===== src/rtl/fifo_rd_packer_pkg.sv =====
// Shared constants and types for the FIFO read-side packer.
package fifo_rd_packer_pkg;

  localparam int unsigned FIFO_DW = 8;

  // Width needed to count 0..n bytes inclusive
  function automatic int unsigned cnt_width(input int unsigned n);
    return $clog2(n + 1);
  endfunction

  typedef enum logic [1:0] {
    ST_IDLE       = 2'd0,
    ST_FLUSH_WAIT = 2'd1,
    ST_FLUSH_EMIT = 2'd2
  } flush_state_e;

endpackage


===== src/rtl/fifo_rd_packer_byte_lane_assembler.sv =====
// Byte lane register file: writes each captured byte into the next free lane, cleared on word transfer.
module fifo_rd_packer_byte_lane_assembler
  import fifo_rd_packer_pkg::*;
#(
  parameter  int unsigned BYTES = 4,
  localparam int unsigned BW    = cnt_width(BYTES)
) (
  input  logic                     clk_i,
  input  logic                     rst_ni,
  input  logic                     wr_en_i,
  input  logic [FIFO_DW-1:0]       wr_data_i,
  input  logic                     clear_i,
  output logic [FIFO_DW*BYTES-1:0] lanes_o,
  output logic [BW-1:0]            cnt_o
);

  logic [BYTES-1:0][FIFO_DW-1:0] lanes_q, lanes_d;
  logic [BW-1:0]                 cnt_q, cnt_d;

  // Clear and write never coincide: the credit check keeps a read in flight from meeting a transfer
  always_comb begin
    lanes_d = lanes_q;
    cnt_d   = cnt_q;
    if (clear_i) begin
      lanes_d = '0;
      cnt_d   = '0;
    end else if (wr_en_i) begin
      for (int unsigned i = 0; i < BYTES; i++) begin
        if (cnt_q == BW'(i)) lanes_d[i] = wr_data_i;
      end
      cnt_d = cnt_q + BW'(1);
    end
  end

  always_ff @(posedge clk_i or negedge rst_ni) begin
    if (!rst_ni) begin
      lanes_q <= '0;
      cnt_q   <= '0;
    end else begin
      lanes_q <= lanes_d;
      cnt_q   <= cnt_d;
    end
  end

  assign lanes_o = lanes_q;
  assign cnt_o   = cnt_q;

endmodule


===== src/rtl/fifo_rd_packer.sv =====
// Drains bytes from an 8-bit FIFO read port and packs them little-endian into words on a valid/ready stream.
module fifo_rd_packer
  import fifo_rd_packer_pkg::*;
#(
  parameter  int unsigned BYTES = 4,
  parameter  int unsigned CNT_W = 16,
  localparam int unsigned BW    = cnt_width(BYTES),
  localparam int unsigned WW    = FIFO_DW * BYTES
) (
  input  logic               clk_r,
  input  logic               rst_n,
  output logic               en_r,
  input  logic [FIFO_DW-1:0] data_r,
  input  logic               empty,
  input  logic               flush,
  output logic [WW-1:0]      word_data,
  output logic [BW-1:0]      word_bytes,
  output logic               word_valid,
  input  logic               word_ready,
  output logic               flush_busy,
  output logic [CNT_W-1:0]   rd_cnt
);

  flush_state_e      state_q, state_d;
  logic              flush_busy_q, flush_busy_d;
  logic              rd_pend_q;
  logic [CNT_W-1:0]  rd_cnt_q;
  logic              word_valid_q, word_valid_d;
  logic [WW-1:0]     word_data_q, word_data_d;
  logic [BW-1:0]     word_bytes_q, word_bytes_d;
  logic [WW-1:0]     asm_lanes;
  logic [BW-1:0]     asm_cnt;
  logic              en_r_c, slot_free_c, drain_c, xfer_c;

  // Credit: bytes held plus the one in flight must leave room in the assembly
  assign en_r_c = !empty && !flush_busy_q &&
                  (((BW+1)'(asm_cnt) + (BW+1)'(rd_pend_q)) < (BW+1)'(BYTES));

  assign slot_free_c = !word_valid_q || word_ready;
  assign drain_c     = flush_busy_q && !rd_pend_q && (asm_cnt != '0);
  assign xfer_c      = ((asm_cnt == BW'(BYTES)) || drain_c) && slot_free_c;

  fifo_rd_packer_byte_lane_assembler #(.BYTES(BYTES)) u_asm (
    .clk_i     (clk_r),
    .rst_ni    (rst_n),
    .wr_en_i   (rd_pend_q),
    .wr_data_i (data_r),
    .clear_i   (xfer_c),
    .lanes_o   (asm_lanes),
    .cnt_o     (asm_cnt)
  );

  always_ff @(posedge clk_r or negedge rst_n) begin
    if (!rst_n) state_q <= ST_IDLE;
    else        state_q <= state_d;
  end

  // EMIT holds a pending partial word while the output slot is still occupied
  always_comb begin
    state_d = state_q;
    unique case (state_q)
      ST_IDLE:       if (flush) state_d = ST_FLUSH_WAIT;
      ST_FLUSH_WAIT: begin
        if (!rd_pend_q) begin
          if (asm_cnt == '0 || slot_free_c) state_d = ST_IDLE;
          else                              state_d = ST_FLUSH_EMIT;
        end
      end
      ST_FLUSH_EMIT: if (slot_free_c) state_d = ST_IDLE;
      default:       state_d = ST_IDLE;
    endcase
  end

  always_comb begin
    flush_busy_d = (state_d != ST_IDLE);
    word_valid_d = word_valid_q && !word_ready;
    word_data_d  = word_data_q;
    word_bytes_d = word_bytes_q;
    if (xfer_c) begin
      word_valid_d = 1'b1;
      word_data_d  = asm_lanes;
      word_bytes_d = asm_cnt;
    end
  end

  always_ff @(posedge clk_r or negedge rst_n) begin
    if (!rst_n) begin
      flush_busy_q <= 1'b0;
      rd_pend_q    <= 1'b0;
      rd_cnt_q     <= '0;
      word_valid_q <= 1'b0;
      word_data_q  <= '0;
      word_bytes_q <= '0;
    end else begin
      flush_busy_q <= flush_busy_d;
      rd_pend_q    <= en_r_c;
      if (en_r_c) rd_cnt_q <= rd_cnt_q + CNT_W'(1);
      word_valid_q <= word_valid_d;
      word_data_q  <= word_data_d;
      word_bytes_q <= word_bytes_d;
    end
  end

  assign en_r       = en_r_c;
  assign word_data  = word_data_q;
  assign word_bytes = word_bytes_q;
  assign word_valid = word_valid_q;
  assign flush_busy = flush_busy_q;
  assign rd_cnt     = rd_cnt_q;

endmodule


===== config.mk =====
export PLATFORM = sky130hd
export DESIGN_NAME = fifo_rd_packer
export DESIGN_NICKNAME = d
export VERILOG_FILES = /design/src/rtl/fifo_rd_packer_pkg.sv /design/src/rtl/fifo_rd_packer_byte_lane_assembler.sv /design/src/rtl/fifo_rd_packer.sv
export SDC_FILE = /design/constraint.sdc
export NUM_CORES = 1
export LEC_CHECK = 0
export CELL_PAD_IN_SITES_DETAIL_PLACEMENT = 2
export CELL_PAD_IN_SITES_GLOBAL_PLACEMENT = 2
export CORE_MARGIN = 1
export CORE_UTILIZATION = 37
export DETAILED_ROUTE_END_ITERATION = 10
export PLACE_DENSITY = 0.87
export SLEW_MARGIN = 20
export SYNTH_ARGS = -nofsm -noshare
export SYNTH_HDL_FRONTEND = slang
export SYNTH_SLANG_ARGS = --single-unit

===== constraint.sdc =====
create_clock -name clk_r -period 3.5 [get_ports clk_r]
set_input_delay 0.525 -clock clk_r [delete_from_list [all_inputs] [get_ports clk_r]]
set_output_delay 0.525 -clock clk_r [all_outputs]
set_load 0.02 [all_outputs]

# Word level (Yosys, flattened, before mapping)
# Cells that the tools add are included.
[totals]
ff_bits = 91
in_bits = 13
wordCells = 63
[classes]
n_addsub = 3
order_cmp = 1
n_eq_ne = 6
n_mux = 14
n_reduce_logical = 27
[op_table]
columns = ["cell", "n"]
rows = [
  ["32-bit 2-to-1 mux", 2],
  ["8-bit 2-to-1 mux", 4],
  ["16-bit by 1-bit adder with 16-bit output (second input constant)", 1],
  ["2-bit nonzero test", 6],
  ["2-bit 2-to-1 mux", 4],
  ["2-bit AND reduction", 4],
  ["3-bit by 2-bit equality test with 1-bit output (second input constant)", 2],
  ["1-bit logical AND", 6],
  ["3-bit 2-to-1 mux", 2],
  ["2-bit one-hot mux with 3 select lines", 1],
  ["1-bit logical NOT", 5],
  ["3-bit by 1-bit adder with 4-bit output", 1],
  ["4-bit by 3-bit less-than comparator with 1-bit output (second input constant)", 1],
  ["3-bit by 1-bit adder with 3-bit output (second input constant)", 1],
  ["3-bit by 1-bit equality test with 1-bit output (second input constant)", 1],
  ["3-bit equality test (second input constant)", 1],
  ["3-bit logical NOT", 1],
  ["1-bit logical OR", 3],
  ["3-bit nonzero test", 1],
  ["2-bit by 1-bit equality test with 1-bit output (second input constant)", 1],
  ["2-bit equality test (second input constant)", 1],
  ["2-bit logical NOT", 1],
  ["1-bit 2-to-1 mux", 1],
]

# Longest topological paths before layout
[depth]
depth_word = 7
depth_mapped = 8
depth_no_buf = 6

# Hierarchy
# Synthesis repeated with hierarchy kept, for this count alone.
[unflattened]
hier_cells = 301
hier_area_um2 = 3988.8
[modules_own_cells]
columns = ["mod", "instances", "cells_per_inst", "area_each_um2", "seq_area_each_um2"]
rows = [
  ["fifo_rd_packer", 1, 158, 2292.2, 1401.3],
  ["fifo_rd_packer_byte_lane_assembler", 1, 143, 1696.6, 875.8],
]

# Worst setup path before layout
# No wires, ideal clock.
[synth_path]
path_kind = "register -> register"
startpoint = "register u_asm.cnt_q[0], in the netlist u_asm.cnt_o[0]"
endpoint = "register word_bytes_q[2], in the netlist word_bytes[2]"
setup_ps = 125
arrival_time_ps = 1662
slack_ps = 1713
stages_incl_launch_ff = 8
n_path_buf = 1
cell_sequence = "dfrtp_1 -> inv_1 -> ha_1 -> nor3b_1 -> a21oi_1 -> nor2_4 -> buf_6 -> mux2_2"
[synth_between]
elab_chain_cells = 4
[synth_rtl]
columns = ["item", "line", "text"]
rows = [
  ["start, declared", "fifo_rd_packer_byte_lane_assembler.sv:18", "logic [BW-1:0] cnt_q, cnt_d;"],
  ["start signal, assigned", "fifo_rd_packer_byte_lane_assembler.sv:41", "cnt_q <= cnt_d;"],
  ["3-bit nonzero test", "fifo_rd_packer.sv:40", "assign drain_c = flush_busy_q && !rd_pend_q && (asm_cnt != '0);"],
  ["1-bit logical AND", "fifo_rd_packer.sv:40", ""],
  ["1-bit logical OR (*)", "fifo_rd_packer.sv:41", "assign xfer_c = ((asm_cnt == BW'(BYTES)) || drain_c) && slot_free_c;"],
  ["1-bit logical AND (*)", "fifo_rd_packer.sv:41", ""],
  ["end signal, assigned", "fifo_rd_packer.sv:100", "word_bytes_q <= word_bytes_d;"],
  ["end, declared", "fifo_rd_packer.sv:30", "logic [BW-1:0] word_bytes_q, word_bytes_d;"],
]
# Every way passes the cells marked *; elsewhere a longest branch is shown, timed or not.
# A chain may end at the register's enable or synchronous reset.

# Worst setup path after layout
[layout_path]
startpoint = "input port empty"
endpoint = "output port en_r"
[layout_between]
elab_chain_cells = 3
[layout_rtl]
columns = ["item", "line", "text"]
rows = [
  ["start, declared", "fifo_rd_packer.sv:14", "input logic empty,"],
  ["1-bit logical NOT", "fifo_rd_packer.sv:36", "assign en_r_c = !empty && !flush_busy_q &&"],
  ["1-bit logical AND (2 in a row)", "fifo_rd_packer.sv:36", ""],
  ["end, declared", "fifo_rd_packer.sv:12", "output logic en_r,"],
]
# Every way passes these cells.

==> out/qor.csv <==
stage;metric;value;unit
global_route;grt_pass1_wl;16.7;mm
sta;fin_worst_skew;0.00587;ns
floorplan;die-area;0.0107;mm^2
finish;syn_to_final_growth;24.5;%
clock_tree;cts_buffers;9;
logic_synthesis;synth_cell_types;35;
detailed_routing;post_drt_wl_per_cell;19.1;um
clock_tree;postCtsSetupBuffers;0;
sta;maxSlewViolCount;0;
detailed_routing;routed_wl;10.1;mm
clock_tree;root_buffer;clkbuf_8;
detailed_routing;ant_nets;0;
logic_synthesis;ys_seq_elements;91;
finish;drive_above_1_share;14.6;%
clock_tree;htreeDepth;3;
placement;placed_area;0.00459;mm^2
worst_setup_path;crit_required;2.97;ns
logic_synthesis;syn_area;0.00382;mm^2
detailed_routing;num_vias;2756;
floorplan;num_rows;36;
sta;finalSetupViolations;0;
floorplan;io_pins;67;
logic_synthesis;syn_area_per_cell;11.7;um^2
floorplan;initial_core_util;38.5;%
logic_synthesis;yosysTopAreaCell;dfrtp_1;
sta;worstMarginPinSlew;0.552;ns
clock_tree;cts_resized;0;
detailed_routing;drcViolationCount;0;
min_path;hold_class;input pin to async pin;
sta;fmaxAchievable;367;MHz
detailed_routing;vias_per_cell;5.21;
global_route;grt_usage;20.0;%
power;p_per_area;804;mW/mm^2
sta;hold_viol;0;
sta;rsz0062_at_grt;no;
placement;port_buffers;66;
flow_run;drv_cap;0;
global_route;grt_pass1_vias;3124;
floorplan;core-area;0.00991;mm^2
detailed_routing;dr.pass1.iters;4;
logic_synthesis;yosysTopAreaCellShare;59.6;%
worst_setup_path;endpoint_kind;output port;
global_route;grt_start_max_net_pins;71;
finish;nNetsFinal;411;
worst_setup_path;crit_path_top_delay_cell;clkdlybuf4s50_1;
placement;dp.final_hpwl;6.81;mm
floorplan;die_y;104;um
worst_setup_path;path_class;input pin to output port;
clock_tree;clk_pin_slew_worst_paths;0.08;ns
finish;nFillCells;1011;
detailed_routing;first_iter_violations;86;
logic_synthesis;synth_warnings;0;
placement;routabilityCongestion;0.767;
logic_synthesis;netlist_instances;326;
worst_setup_path;slowest_delay;0.64;ns
worst_setup_path;path_max_fanout;6;
clock_tree;clk_latency;0.36;ns
status;outcome;completed;
logic_synthesis;ys_seq_area_share;59.6;%
logic_synthesis;yosys-top-cells-area;dfrtp_1 (60%), mux2_2 (9.7%), nand3_1 (4.8%);
clock_tree;numClockSinks;91;
finish;postLayoutCellArea;0.00476;mm^2
worst_setup_path;crit_chain;clkdlybuf4s50_1 -> nor3_1 -> nand2_1 -> inv_1 -> clkdlybuf4s50_1;
clock_tree;ctsHoldBuffers;0;
logic_synthesis;syn-num-nets;345;
worst_setup_path;critPathLaunchType;input pin;
sta;maxSlewHeadroom;63.2;%
power;vdd_drop_max;0.000433;V
power;power.leakage;0.00211;uW
clock_tree;cts_tree;done;
floorplan;die_x;104;um
sta;layout_min_cycle_time;2.73;ns
global_route;antenna_found_initial;0;
sta;fin_crit_sh;77.9;%
sta;tns;0;ns
worst_setup_path;critPathArrivalTime;2.20;ns
global_route;gr-total-overflow;0;
worst_setup_path;cp_common_cell;clkdlybuf4s50_1;
finish;antenna_cells;0;
clock_tree;cts_buffer_depth;2;
[worst max-delay path: cells and delay by family]
family,cells,cell delay (ns)
AND/OR/NAND/NOR,2,0.41
buffers and inverters,3,1.28
[final timing paths]
check | startpoint | end | slack [ns] | cells past startpoint
max | empty | en_r | 0.77 | 5
min | rst_n | word_valid | 0.14 | 1
max reg2reg | u_asm.cnt_o[0] | word_data[12] | 1.17 | 7
min reg2reg | rd_cnt[15] | rd_cnt[15] | 0.46 | 1
max in group asynchronous | rst_n | u_asm.lanes_o[27] | 2.60 | 2
min in group clk_r | rd_cnt[15] | rd_cnt[15] | 0.46 | 1
[sequential cells by signal, summed over array words and instances (netlist names)]
register / cells
u_asm.lanes_o: 32
word_data: 32
rd_cnt: 16
u_asm.cnt_o: 3
word_bytes: 3
state_q: 2
flush_busy: 1
rd_pend_q: 1
word_valid: 1
[logic make-up after synthesis]
group,count (synthesis),share of synthesized area [%]
XOR/XNOR,16,3.67
buffers and inverters,21,3.28
multiplexers,38,11.1
AND/OR/NAND/NOR,117,15.3
adder cells (fa/ha/maj),6,1.97
AO/OA/AOI/OAI,37,5.01
flip-flops,91,59.6
[area by class of cell]
class | instances | area, um^2 | share of cell area [%]
sequential | 91 | 2280 | 47.9
tap | 133 | 166 | 3.50
inverter | 5 | 18.8 | 0.395
clock inverter | 4 | 27.5 | 0.579
timing repair buffer | 71 | 708 | 14.9
multi-input combinational | 214 | 1420 | 29.8
clock buffer | 11 | 141 | 2.97
[power breakdown]
part	internal, uW	switching (uW)	leakage (uW)
Sequential	1360	245	0.00124
Clock	273	364	0.0000774
Combinational	709	873	0.000792
Total	2340	1480	0.00211
[synthesized netlist by cell type (all sizes together)]
cell,count
dfrtp,91
nand2,48
nand3,38
mux2,35
a21oi,33
buf,12
nor2,9
xnor2,9
xor2,7
ha,6
inv,5
nand4,5
clkbuf,4
nor3,4
and4,3
mux2i,3
nand2b,2
nor2b,2
nor4,2
a211oi,1
a21o,1
a31oi,1
and2b,1
nor3b,1
nor4b,1
o21ai,1
or3,1
[stage by stage]
stage | total power, uW | util, % | hold slack, ns | std cells | setup slack (ns)
after floorplan | 2610 | - | 0.229 | 326 | 1.71
final | 3830 | 48.0 | 0.145 | 529 | 0.773
after global placement | 3110 | 46.3 | 0.454 | 514 | 0.912
after CTS | 3880 | 48.0 | 0.154 | 529 | 0.761
after detailed placement | 3210 | 46.3 | 0.457 | 514 | 0.804
after global routing | 4040 | 48.0 | 0.178 | 529 | 0.703
[per-layer routing]
layer / vias to the layer above / wire [um] / track usage [%]
li1: 1248 / - / -
met4: 0 / 159 / 5.90
met2: 53 / 5420 / 35.4
met1: 1438 / 4230 / 24.4
met5: - / 0 / 0
met3: 17 / 310 / 4.34
[cell usage in the layout, fill, tap and decap left out, types with 7 or more instances in the layout]
| master | instances |
|---|---|
| a21oi_1 | 33 |
| clkbuf_8 | 10 |
| clkdlybuf4s50_1 | 65 |
| dfrtp_1 | 91 |
| mux2_2 | 33 |
| nand2_1 | 47 |
| nand3_1 | 37 |
| nor2_1 | 8 |
| xnor2_1 | 9 |
| xor2_1 | 7 |
(Power assumes the default switching activity.)
